[src/rtl/iomem_pwm_led_if.sv]
// PicoSoC iomem bus bundle between a bus master and the PWM LED slave.
// Latency: none (plain wires).
// Backpressure: the master holds iomem_valid until the slave pulses iomem_ready.
//
// Ports (signals carried):
//   iomem_valid  master->slave  request valid
//   iomem_wstrb  master->slave  byte write strobes, 0 = read
//   iomem_addr   master->slave  byte address
//   iomem_wdata  master->slave  write data
//   iomem_ready  slave->master  one-cycle acknowledge
//   iomem_rdata  slave->master  read data, 0 while iomem_ready is 0
interface iomem_pwm_led_if;
  logic        iomem_valid;
  logic [3:0]  iomem_wstrb;
  logic [31:0] iomem_addr;
  logic [31:0] iomem_wdata;
  logic        iomem_ready;
  logic [31:0] iomem_rdata;

  modport master (
    output iomem_valid, iomem_wstrb, iomem_addr, iomem_wdata,
    input  iomem_ready, iomem_rdata
  );

  modport slave (
    input  iomem_valid, iomem_wstrb, iomem_addr, iomem_wdata,
    output iomem_ready, iomem_rdata
  );
endinterface

[src/rtl/iomem_pwm_led.sv]
// 4-channel PWM LED controller on the PicoSoC iomem bus, driving the user/RGB LED pins.
// Latency: bus ack and read data one cycle after accept; led lags the counter compare by one cycle.
// Backpressure: none; every request on this page is acked after one cycle, with an idle cycle forced between accepts.
//
// Ports:
//   clk     system clock
//   resetn  synchronous active-low reset
//   bus     iomem slave modport (valid/wstrb/addr/wdata in, ready/rdata out)
//   led     registered PWM outputs, active high
//
// Register map (addr[3:2]):
//   0x0 CTRL   bit0 EN, bits[7:4] INV
//   0x4 PRESC  bits[15:0] prescaler reload
//   0x8 DUTY   byte i = shadow duty of channel i
//   0xC STATUS bits[7:0] pwm_cnt (RO), bit8 WRAP (sticky, write-1-to-clear)
module iomem_pwm_led #(
  parameter logic [7:0]  ADDR_PAGE   = 8'h04,
  parameter logic [15:0] PRESC_RESET = 16'd46
) (
  input  logic           clk,
  input  logic           resetn,
  iomem_pwm_led_if.slave bus,
  output logic [3:0]     led
);

  // Programmable state
  logic        en;
  logic [3:0]  inv;
  logic [15:0] presc;
  logic [31:0] duty;       // shadow, as written by software
  logic [31:0] duty_act;   // what the comparators actually use
  logic        wrap_flag;

  // Counters
  logic [15:0] presc_cnt;
  logic [7:0]  pwm_cnt;

  // Bus decode
  logic        accept;
  logic        is_write;
  logic [1:0]  sel;
  logic [31:0] wmask;
  logic [31:0] rd_val;
  logic        clr_wrap;

  // Counter events and output compare
  logic        tick;
  logic        wrap_evt;
  logic [3:0]  led_nxt;

  // Only page and register-select bits of the address take part in decode.
  logic        unused_addr;
  assign unused_addr = ^{bus.iomem_addr[23:4], bus.iomem_addr[1:0]};

  // The !ready term stops a still-asserted valid from being accepted twice.
  assign accept   = bus.iomem_valid && !bus.iomem_ready &&
                    (bus.iomem_addr[31:24] == ADDR_PAGE);
  assign is_write = accept && (bus.iomem_wstrb != 4'b0000);
  assign sel      = bus.iomem_addr[3:2];
  assign wmask    = {{8{bus.iomem_wstrb[3]}}, {8{bus.iomem_wstrb[2]}},
                     {8{bus.iomem_wstrb[1]}}, {8{bus.iomem_wstrb[0]}}};
  assign clr_wrap = is_write && (sel == 2'd3) && bus.iomem_wstrb[1] &&
                    bus.iomem_wdata[8];

  // Read mux sees register values before any write in the same access.
  always_comb begin
    rd_val = '0;
    case (sel)
      2'd0: rd_val = {24'd0, inv, 3'd0, en};
      2'd1: rd_val = {16'd0, presc};
      2'd2: rd_val = duty;
      2'd3: rd_val = {23'd0, wrap_flag, pwm_cnt};
      default: rd_val = '0;
    endcase
  end

  // Bus response: rdata is forced to 0 outside the ack so the top level can OR slaves.
  always_ff @(posedge clk) begin
    if (!resetn) begin
      bus.iomem_ready <= 1'b0;
      bus.iomem_rdata <= '0;
    end else begin
      bus.iomem_ready <= accept;
      bus.iomem_rdata <= accept ? rd_val : '0;
    end
  end

  // Register writes
  always_ff @(posedge clk) begin
    if (!resetn) begin
      en    <= 1'b0;
      inv   <= 4'd0;
      presc <= PRESC_RESET;
      duty  <= '0;
    end else if (is_write) begin
      case (sel)
        2'd0: begin
          if (bus.iomem_wstrb[0]) begin
            en  <= bus.iomem_wdata[0];
            inv <= bus.iomem_wdata[7:4];
          end
        end
        2'd1: presc <= (presc & ~wmask[15:0]) | (bus.iomem_wdata[15:0] & wmask[15:0]);
        2'd2: duty  <= (duty & ~wmask) | (bus.iomem_wdata & wmask);
        default: ;
      endcase
    end
  end

  // Prescaler and PWM counter. A presc_cnt left above a freshly lowered
  // PRESC would otherwise run to 65535 before ticking, so it is restarted.
  assign tick     = en && (presc_cnt == presc);
  assign wrap_evt = tick && (pwm_cnt == 8'hFF);

  always_ff @(posedge clk) begin
    if (!resetn || !en) begin
      presc_cnt <= '0;
      pwm_cnt   <= '0;
    end else if (presc_cnt > presc) begin
      presc_cnt <= '0;
    end else if (tick) begin
      presc_cnt <= '0;
      pwm_cnt   <= pwm_cnt + 8'd1;
    end else begin
      presc_cnt <= presc_cnt + 16'd1;
    end
  end

  // Sticky WRAP: a wrap in the same cycle as a clear keeps the flag set.
  always_ff @(posedge clk) begin
    if (!resetn) begin
      wrap_flag <= 1'b0;
    end else if (wrap_evt) begin
      wrap_flag <= 1'b1;
    end else if (clr_wrap) begin
      wrap_flag <= 1'b0;
    end
  end

  // Active duty only changes at a period boundary, so a running period is
  // never cut short or stretched. A DUTY write landing on the wrap edge is
  // not seen here until the following wrap (non-blocking read of old duty).
  always_ff @(posedge clk) begin
    if (!resetn) begin
      duty_act <= '0;
    end else if (!en || wrap_evt) begin
      duty_act <= duty;
    end
  end

  always_comb begin
    led_nxt = inv;
    for (int i = 0; i < 4; i++) begin
      led_nxt[i] = (en && (pwm_cnt < duty_act[8*i +: 8])) ^ inv[i];
    end
  end

  always_ff @(posedge clk) begin
    if (!resetn) begin
      led <= 4'd0;
    end else begin
      led <= led_nxt;
    end
  end

endmodule

[src/flat_wrapper.sv]
// flat-port wrapper written by rule: the top's interface ports become plain ports
module iomem_pwm_led_flat 
#(
  parameter logic [7:0]  ADDR_PAGE   = 8'h04,
  parameter logic [15:0] PRESC_RESET = 16'd46
)
  (clk, resetn, led, bus_iomem_valid, bus_iomem_wstrb, bus_iomem_addr, bus_iomem_wdata, bus_iomem_ready, bus_iomem_rdata);
  iomem_pwm_led_if bus_i ();
  input  logic clk;
  input  logic resetn;
  output logic [3:0] led;
  input wire logic [$bits(bus_i.iomem_valid)-1:0] bus_iomem_valid;
  input wire logic [$bits(bus_i.iomem_wstrb)-1:0] bus_iomem_wstrb;
  input wire logic [$bits(bus_i.iomem_addr)-1:0] bus_iomem_addr;
  input wire logic [$bits(bus_i.iomem_wdata)-1:0] bus_iomem_wdata;
  output wire logic [$bits(bus_i.iomem_ready)-1:0] bus_iomem_ready;
  output wire logic [$bits(bus_i.iomem_rdata)-1:0] bus_iomem_rdata;
  assign bus_i.iomem_valid = bus_iomem_valid;
  assign bus_i.iomem_wstrb = bus_iomem_wstrb;
  assign bus_i.iomem_addr = bus_iomem_addr;
  assign bus_i.iomem_wdata = bus_iomem_wdata;
  assign bus_iomem_ready = bus_i.iomem_ready;
  assign bus_iomem_rdata = bus_i.iomem_rdata;
  iomem_pwm_led #(.ADDR_PAGE(ADDR_PAGE), .PRESC_RESET(PRESC_RESET)) u_core (.clk(clk), .resetn(resetn), .bus(bus_i), .led(led));
endmodule
[config.mk]
export PLATFORM = sky130hd
export DESIGN_NAME = iomem_pwm_led_flat
export DESIGN_NICKNAME = d
export VERILOG_FILES = /design/src/rtl/iomem_pwm_led_if.sv /design/src/rtl/iomem_pwm_led.sv /design/src/flat_wrapper.sv
export SDC_FILE = /design/constraint.sdc
export NUM_CORES = 1
export LEC_CHECK = 0
export ABC_AREA = 1
export CAP_MARGIN = 20
export CORE_MARGIN = 2
export CORE_UTILIZATION = 40
export DETAILED_ROUTE_END_ITERATION = 6
export HOLD_SLACK_MARGIN = 0.08
export PLACE_DENSITY = 0.63
export SLEW_MARGIN = 20
export SYNTH_ARGS = -nofsm -noshare
export SYNTH_HDL_FRONTEND = slang
export SYNTH_SLANG_ARGS = --single-unit
[constraint.sdc]
create_clock -name clk -period 2.1 [get_ports clk]
set_clock_uncertainty 0.2 [all_clocks]
set_input_delay 0.21 -clock clk [delete_from_list [all_inputs] [get_ports clk]]
set_output_delay 0.21 -clock clk [all_outputs]
set_load 0.1 [all_outputs]
==> reports/qor.log <==
INFO  timing         final_min_period_over_clock_period=95.1%
INFO  logic_synthesis post-synth-top-count-cell=sky130_fd_sc_hd__nand2_1
INFO  critical_path  critical-path-max-stage-delay=400ps
INFO  routing        residual_drc=0
INFO  critical_path  rr_endpoint=u_core.duty_act[2]
INFO  logic_synthesis synth_cells=1011
INFO  clock_tree     clk-insertion-delay-late=420ps
INFO  logic_synthesis post-synth-top-area-cell=sky130_fd_sc_hd__dfxtp_1
INFO  logic_synthesis synthArstFlopShare=0%
INFO  timing         maxClockFrequency=501MHz
INFO  die            floorplan.rows=48
INFO  power          power.clock.fraction=50.3%
INFO  critical_path  worstSetupPathType=flop to flop
INFO  routing        drtAntennaViolNets=0
INFO  global_route   gr-usage-met1=26.0%
INFO  clock_tree     clock-sinks=147
INFO  logic_synthesis synth_top_cells_by_count=sky130_fd_sc_hd__nand2_1, sky130_fd_sc_hd__nor2_1, sky130_fd_sc_hd__dfxtp_1
INFO  critical_path  cp_required=2220ps
INFO  routing        wl=17600um
INFO  critical_path  ordered_cell_list_for_the_critical_path=ha_1 > nand2_1 > nor2_2 > nand2_2 > nor2_4 > a21oi_4 > clkbuf_16 > nand2_1 > nand2_1 > nor2_1
INFO  placement      port-buffer-count=85
INFO  clock_tree     max-clock-path-buffers=2
INFO  timing         finalHoldWorstSlack=178ps
INFO  timing         worst_pin_slew=415ps
INFO  logic_synthesis synth_enable_flop_cells=0
INFO  finish         nets=1237
INFO  placement      place_congestion=0.879
INFO  critical_path  critPathCaptureType=flop
INFO  critical_path  cpMaxStageDelayCell=sky130_fd_sc_hd__dfxtp_1
INFO  global_route   grt.total_usage=19.3%
INFO  timing         hold_violations=0
INFO  routing        route.detailed.wl_per_inst=12.9um
INFO  critical_path  path_max_fanout=23
INFO  power          p_per_area=674nW/um^2
INFO  outcome        outcome=complete, no violations
INFO  global_route   global_route_wire_length_before_repair=28100um
INFO  clock_tree     cts_tree=yes
INFO  job            number_of_max_cap_violations=0
INFO  timing         finalSetupViolations=0
INFO  critical_path  worstSetupStartpoint=u_core.presc_cnt[11]
INFO  power          p_leak=4.09nW
INFO  critical_path  r2r_start=u_core.presc_cnt[11]
INFO  routing        vias=6265
INFO  global_route   first_global_vias=5804
INFO  power          total_switching_power=1.28mW
INFO  power          seqPwrFrac=45.8%
INFO  die            die_y=137um
INFO  timing         drv_slew=0
INFO  power          swShare=21.0%
INFO  power          internal_dissipation=4.81mW
INFO  critical_path  crit_path_start_kind=flop
INFO  routing        first_pass_iters=5
INFO  timing         post-route-min-period=2000ps
INFO  finish         final_util=52.0%
INFO  finish         drive_gt1_share=13.3%
INFO  clock_tree     htreeDepth=4
INFO  logic_synthesis ys.flop_type=sky130_fd_sc_hd__dfxtp_1
INFO  die            coreArea=17400um^2
INFO  clock_tree     clkTransAtPathRegs=60ps
INFO  clock_tree     ctsRootBufferMaster=sky130_fd_sc_hd__clkbuf_16
INFO  logic_synthesis mappedNetlistNets=1128
INFO  global_route   groute.layer.met3.usage=4.12%
INFO  global_route   grt_start_max_net_pins=87
INFO  logic_synthesis yosysWarningCount=0
INFO  global_route   grt_overflow_total=0
INFO  worst_hold_path min_from=bus_iomem_wdata[17]
INFO  finish         layoutNonFillerInstCount=1358
INFO  die            floorplan.die_area=18800um^2
INFO  logic_synthesis postSynthRegisterBits=147
INFO  critical_path  worst_ep_arrival_time=2110ps
INFO  global_route   met2_usage=30.9%
INFO  power          irDropWorstVdd=0.000577V
INFO  logic_synthesis ys_top_cells_by_area=sky130_fd_sc_hd__dfxtp_1, sky130_fd_sc_hd__nand2_1, sky130_fd_sc_hd__nor2_1, sky130_fd_sc_hd__ha_1, sky130_fd_sc_hd__inv_1
INFO  critical_path  worstSetupEndpoint=u_core.duty_act[2]
INFO  critical_path  r2r_cells=10
INFO  power          combPwrFrac=3.9%
INFO  die            initial_core_util=40.9%
INFO  power          report.power.total=6.09mW
INFO  logic_synthesis yosys.cell_types.count=34
INFO  timing         timing.max_slew.rel_slack=72.4%
INFO  global_route   grt_antenna_before_repair=0
INFO  worst_hold_path timing.hold.worst.class=input port to flop
INFO  finish         area_growth=27.2%
INFO  placement      dp_cells=1322
INFO  die            top_level_ports=108
INFO  global_route   grt_busiest_layer=met2
INFO  logic_synthesis synth-seq-area-share=41.4%
INFO  logic_synthesis synthesis.area_per_instance=7.03um^2
INFO  critical_path  rrSetupSlack=100ps
INFO  logic_synthesis fraction_of_post_synthesis_cell_area_in_the_top_cell_type_by_area=41.4%
INFO  timing         setup_tns=0ps
INFO  clock_tree     cts_buffers=17
INFO  placement      detailed_place_hpwl=12400um
INFO  finish         antenna_cells=0
INFO  die            die_width=137um
INFO  routing        drt_first_iter_violations=371
INFO  routing        post_drt_via_cell_ratio=4.61
INFO  logic_synthesis synth_area=7100um^2
INFO  critical_path  critical-path-top-cell-by-count=sky130_fd_sc_hd__nand2_1
==> kinds of logic (layout without fill, tap and decap cells) <==
group,after synthesis,in the layout,synth area share (%)
AOI/OAI and AO/OA,69,69,5.39
xor gates and xnor gates,18,18,2.22
adders and majority gates,46,46,8.10
buffers and inverters,164,286,9.49
DFF,147,147,41.4
and+or+nand+nor,567,567,33.4
==> critical path, delay by kind of cell, from the launching register on <==
kind / cells / cell delay [ps]
AND/OR/NAND/NOR: 7 / 490
flip-flops: 1 / 400
adder cells (fa/ha/maj): 1 / 270
AO/OA/AOI/OAI: 1 / 270
buffers and inverters: 1 / 250
==> power by group through the flow <==
stage	Sequential, mW	Clock (mW)	Combinational [mW]
finish	2.79	3.06	0.239
global route	2.79	3.25	0.259
CTS	2.79	3.11	0.239
detailed placement	2.85	0	0.237
global placement	2.85	0	0.237
floorplan	2.85	0	0.0882
==> per-stage QoR <==
stage                     setup WS [ps]  cell area [um^2]
after floorplan                    66.0              7100
after global placement             34.2              8270
after detailed placement           19.0              8270
after CTS                          13.8              8880
after global routing              -17.0              9030
final                               103              9030
==> worst min path at each step <==
| stage | to | slack (ps) | cells after the start |
|---|---|---|---|
| final | flop | 180 | 3 |
| after CTS | flop | 160 | 3 |
| after detailed placement | u_core.bus.iomem_rdata[25] | 250 | 2 |
| after global placement | flop | 250 | 2 |
| after global routing | flop | 180 | 3 |
| after floorplan | flop | 140 | 2 |
==> per-layer routing <==
layer / part of all wire [%] / vias up
met3: 3.6 / 23
met5: 0 / -
met4: 1.5 / 0
met1: 48 / 2831
met2: 47 / 94
li1: - / 3317
==> cells in the final DEF (no fill, tap or decap), types with 2 or more instances in the layout <==
cell / Yosys / routed
sky130_fd_sc_hd__bufinv_16: 0 / 2
sky130_fd_sc_hd__dfxtp_2: 0 / 6
sky130_fd_sc_hd__nor2_2: 5 / 6
sky130_fd_sc_hd__buf_12: 0 / 5
sky130_fd_sc_hd__nand4_4: 5 / 5
sky130_fd_sc_hd__xor2_1: 12 / 12
sky130_fd_sc_hd__nand3_1: 23 / 23
sky130_fd_sc_hd__o21ai_0: 8 / 8
sky130_fd_sc_hd__nand4_1: 5 / 5
sky130_fd_sc_hd__buf_4: 1 / 65
sky130_fd_sc_hd__a21oi_1: 48 / 48
sky130_fd_sc_hd__nand2_2: 2 / 5
sky130_fd_sc_hd__clkbuf_1: 10 / 2
sky130_fd_sc_hd__clkinv_2: 0 / 3
sky130_fd_sc_hd__clkbuf_16: 0 / 19
sky130_fd_sc_hd__clkdlybuf4s50_1: 0 / 47
sky130_fd_sc_hd__inv_1: 127 / 121
sky130_fd_sc_hd__nor2_1: 221 / 219
sky130_fd_sc_hd__clkinvlp_4: 0 / 2
sky130_fd_sc_hd__inv_2: 6 / 12
sky130_fd_sc_hd__clkbuf_8: 0 / 5
sky130_fd_sc_hd__ha_4: 0 / 6
sky130_fd_sc_hd__o22ai_1: 6 / 6
sky130_fd_sc_hd__nand2_1: 274 / 271
sky130_fd_sc_hd__ha_1: 46 / 40
sky130_fd_sc_hd__o221ai_1: 2 / 2
sky130_fd_sc_hd__dfxtp_1: 147 / 141
sky130_fd_sc_hd__nor2_4: 2 / 3
sky130_fd_sc_hd__nor3_1: 25 / 25
sky130_fd_sc_hd__xnor2_1: 6 / 6
==> area by class of cell <==
cell class                      count  area (um^2)
Fill cell                        1666         8320
Multi-Input combinational cell    700         3580
Sequential cell                   147         2950
Timing Repair Buffer              121         1120
Clock buffer                       24          502
Inverter                          133          499
Tap cell                          225          282
Clock inverter                      8         98.8
==> timing repair <==
item                       CTS  global route
hold endpoints to repair     5             0
setup endpoints to repair    0            57
hold buffers                 1             0
buffers inserted             0             1
resized for setup            0            24
Power figures use the tool's default switching activity.
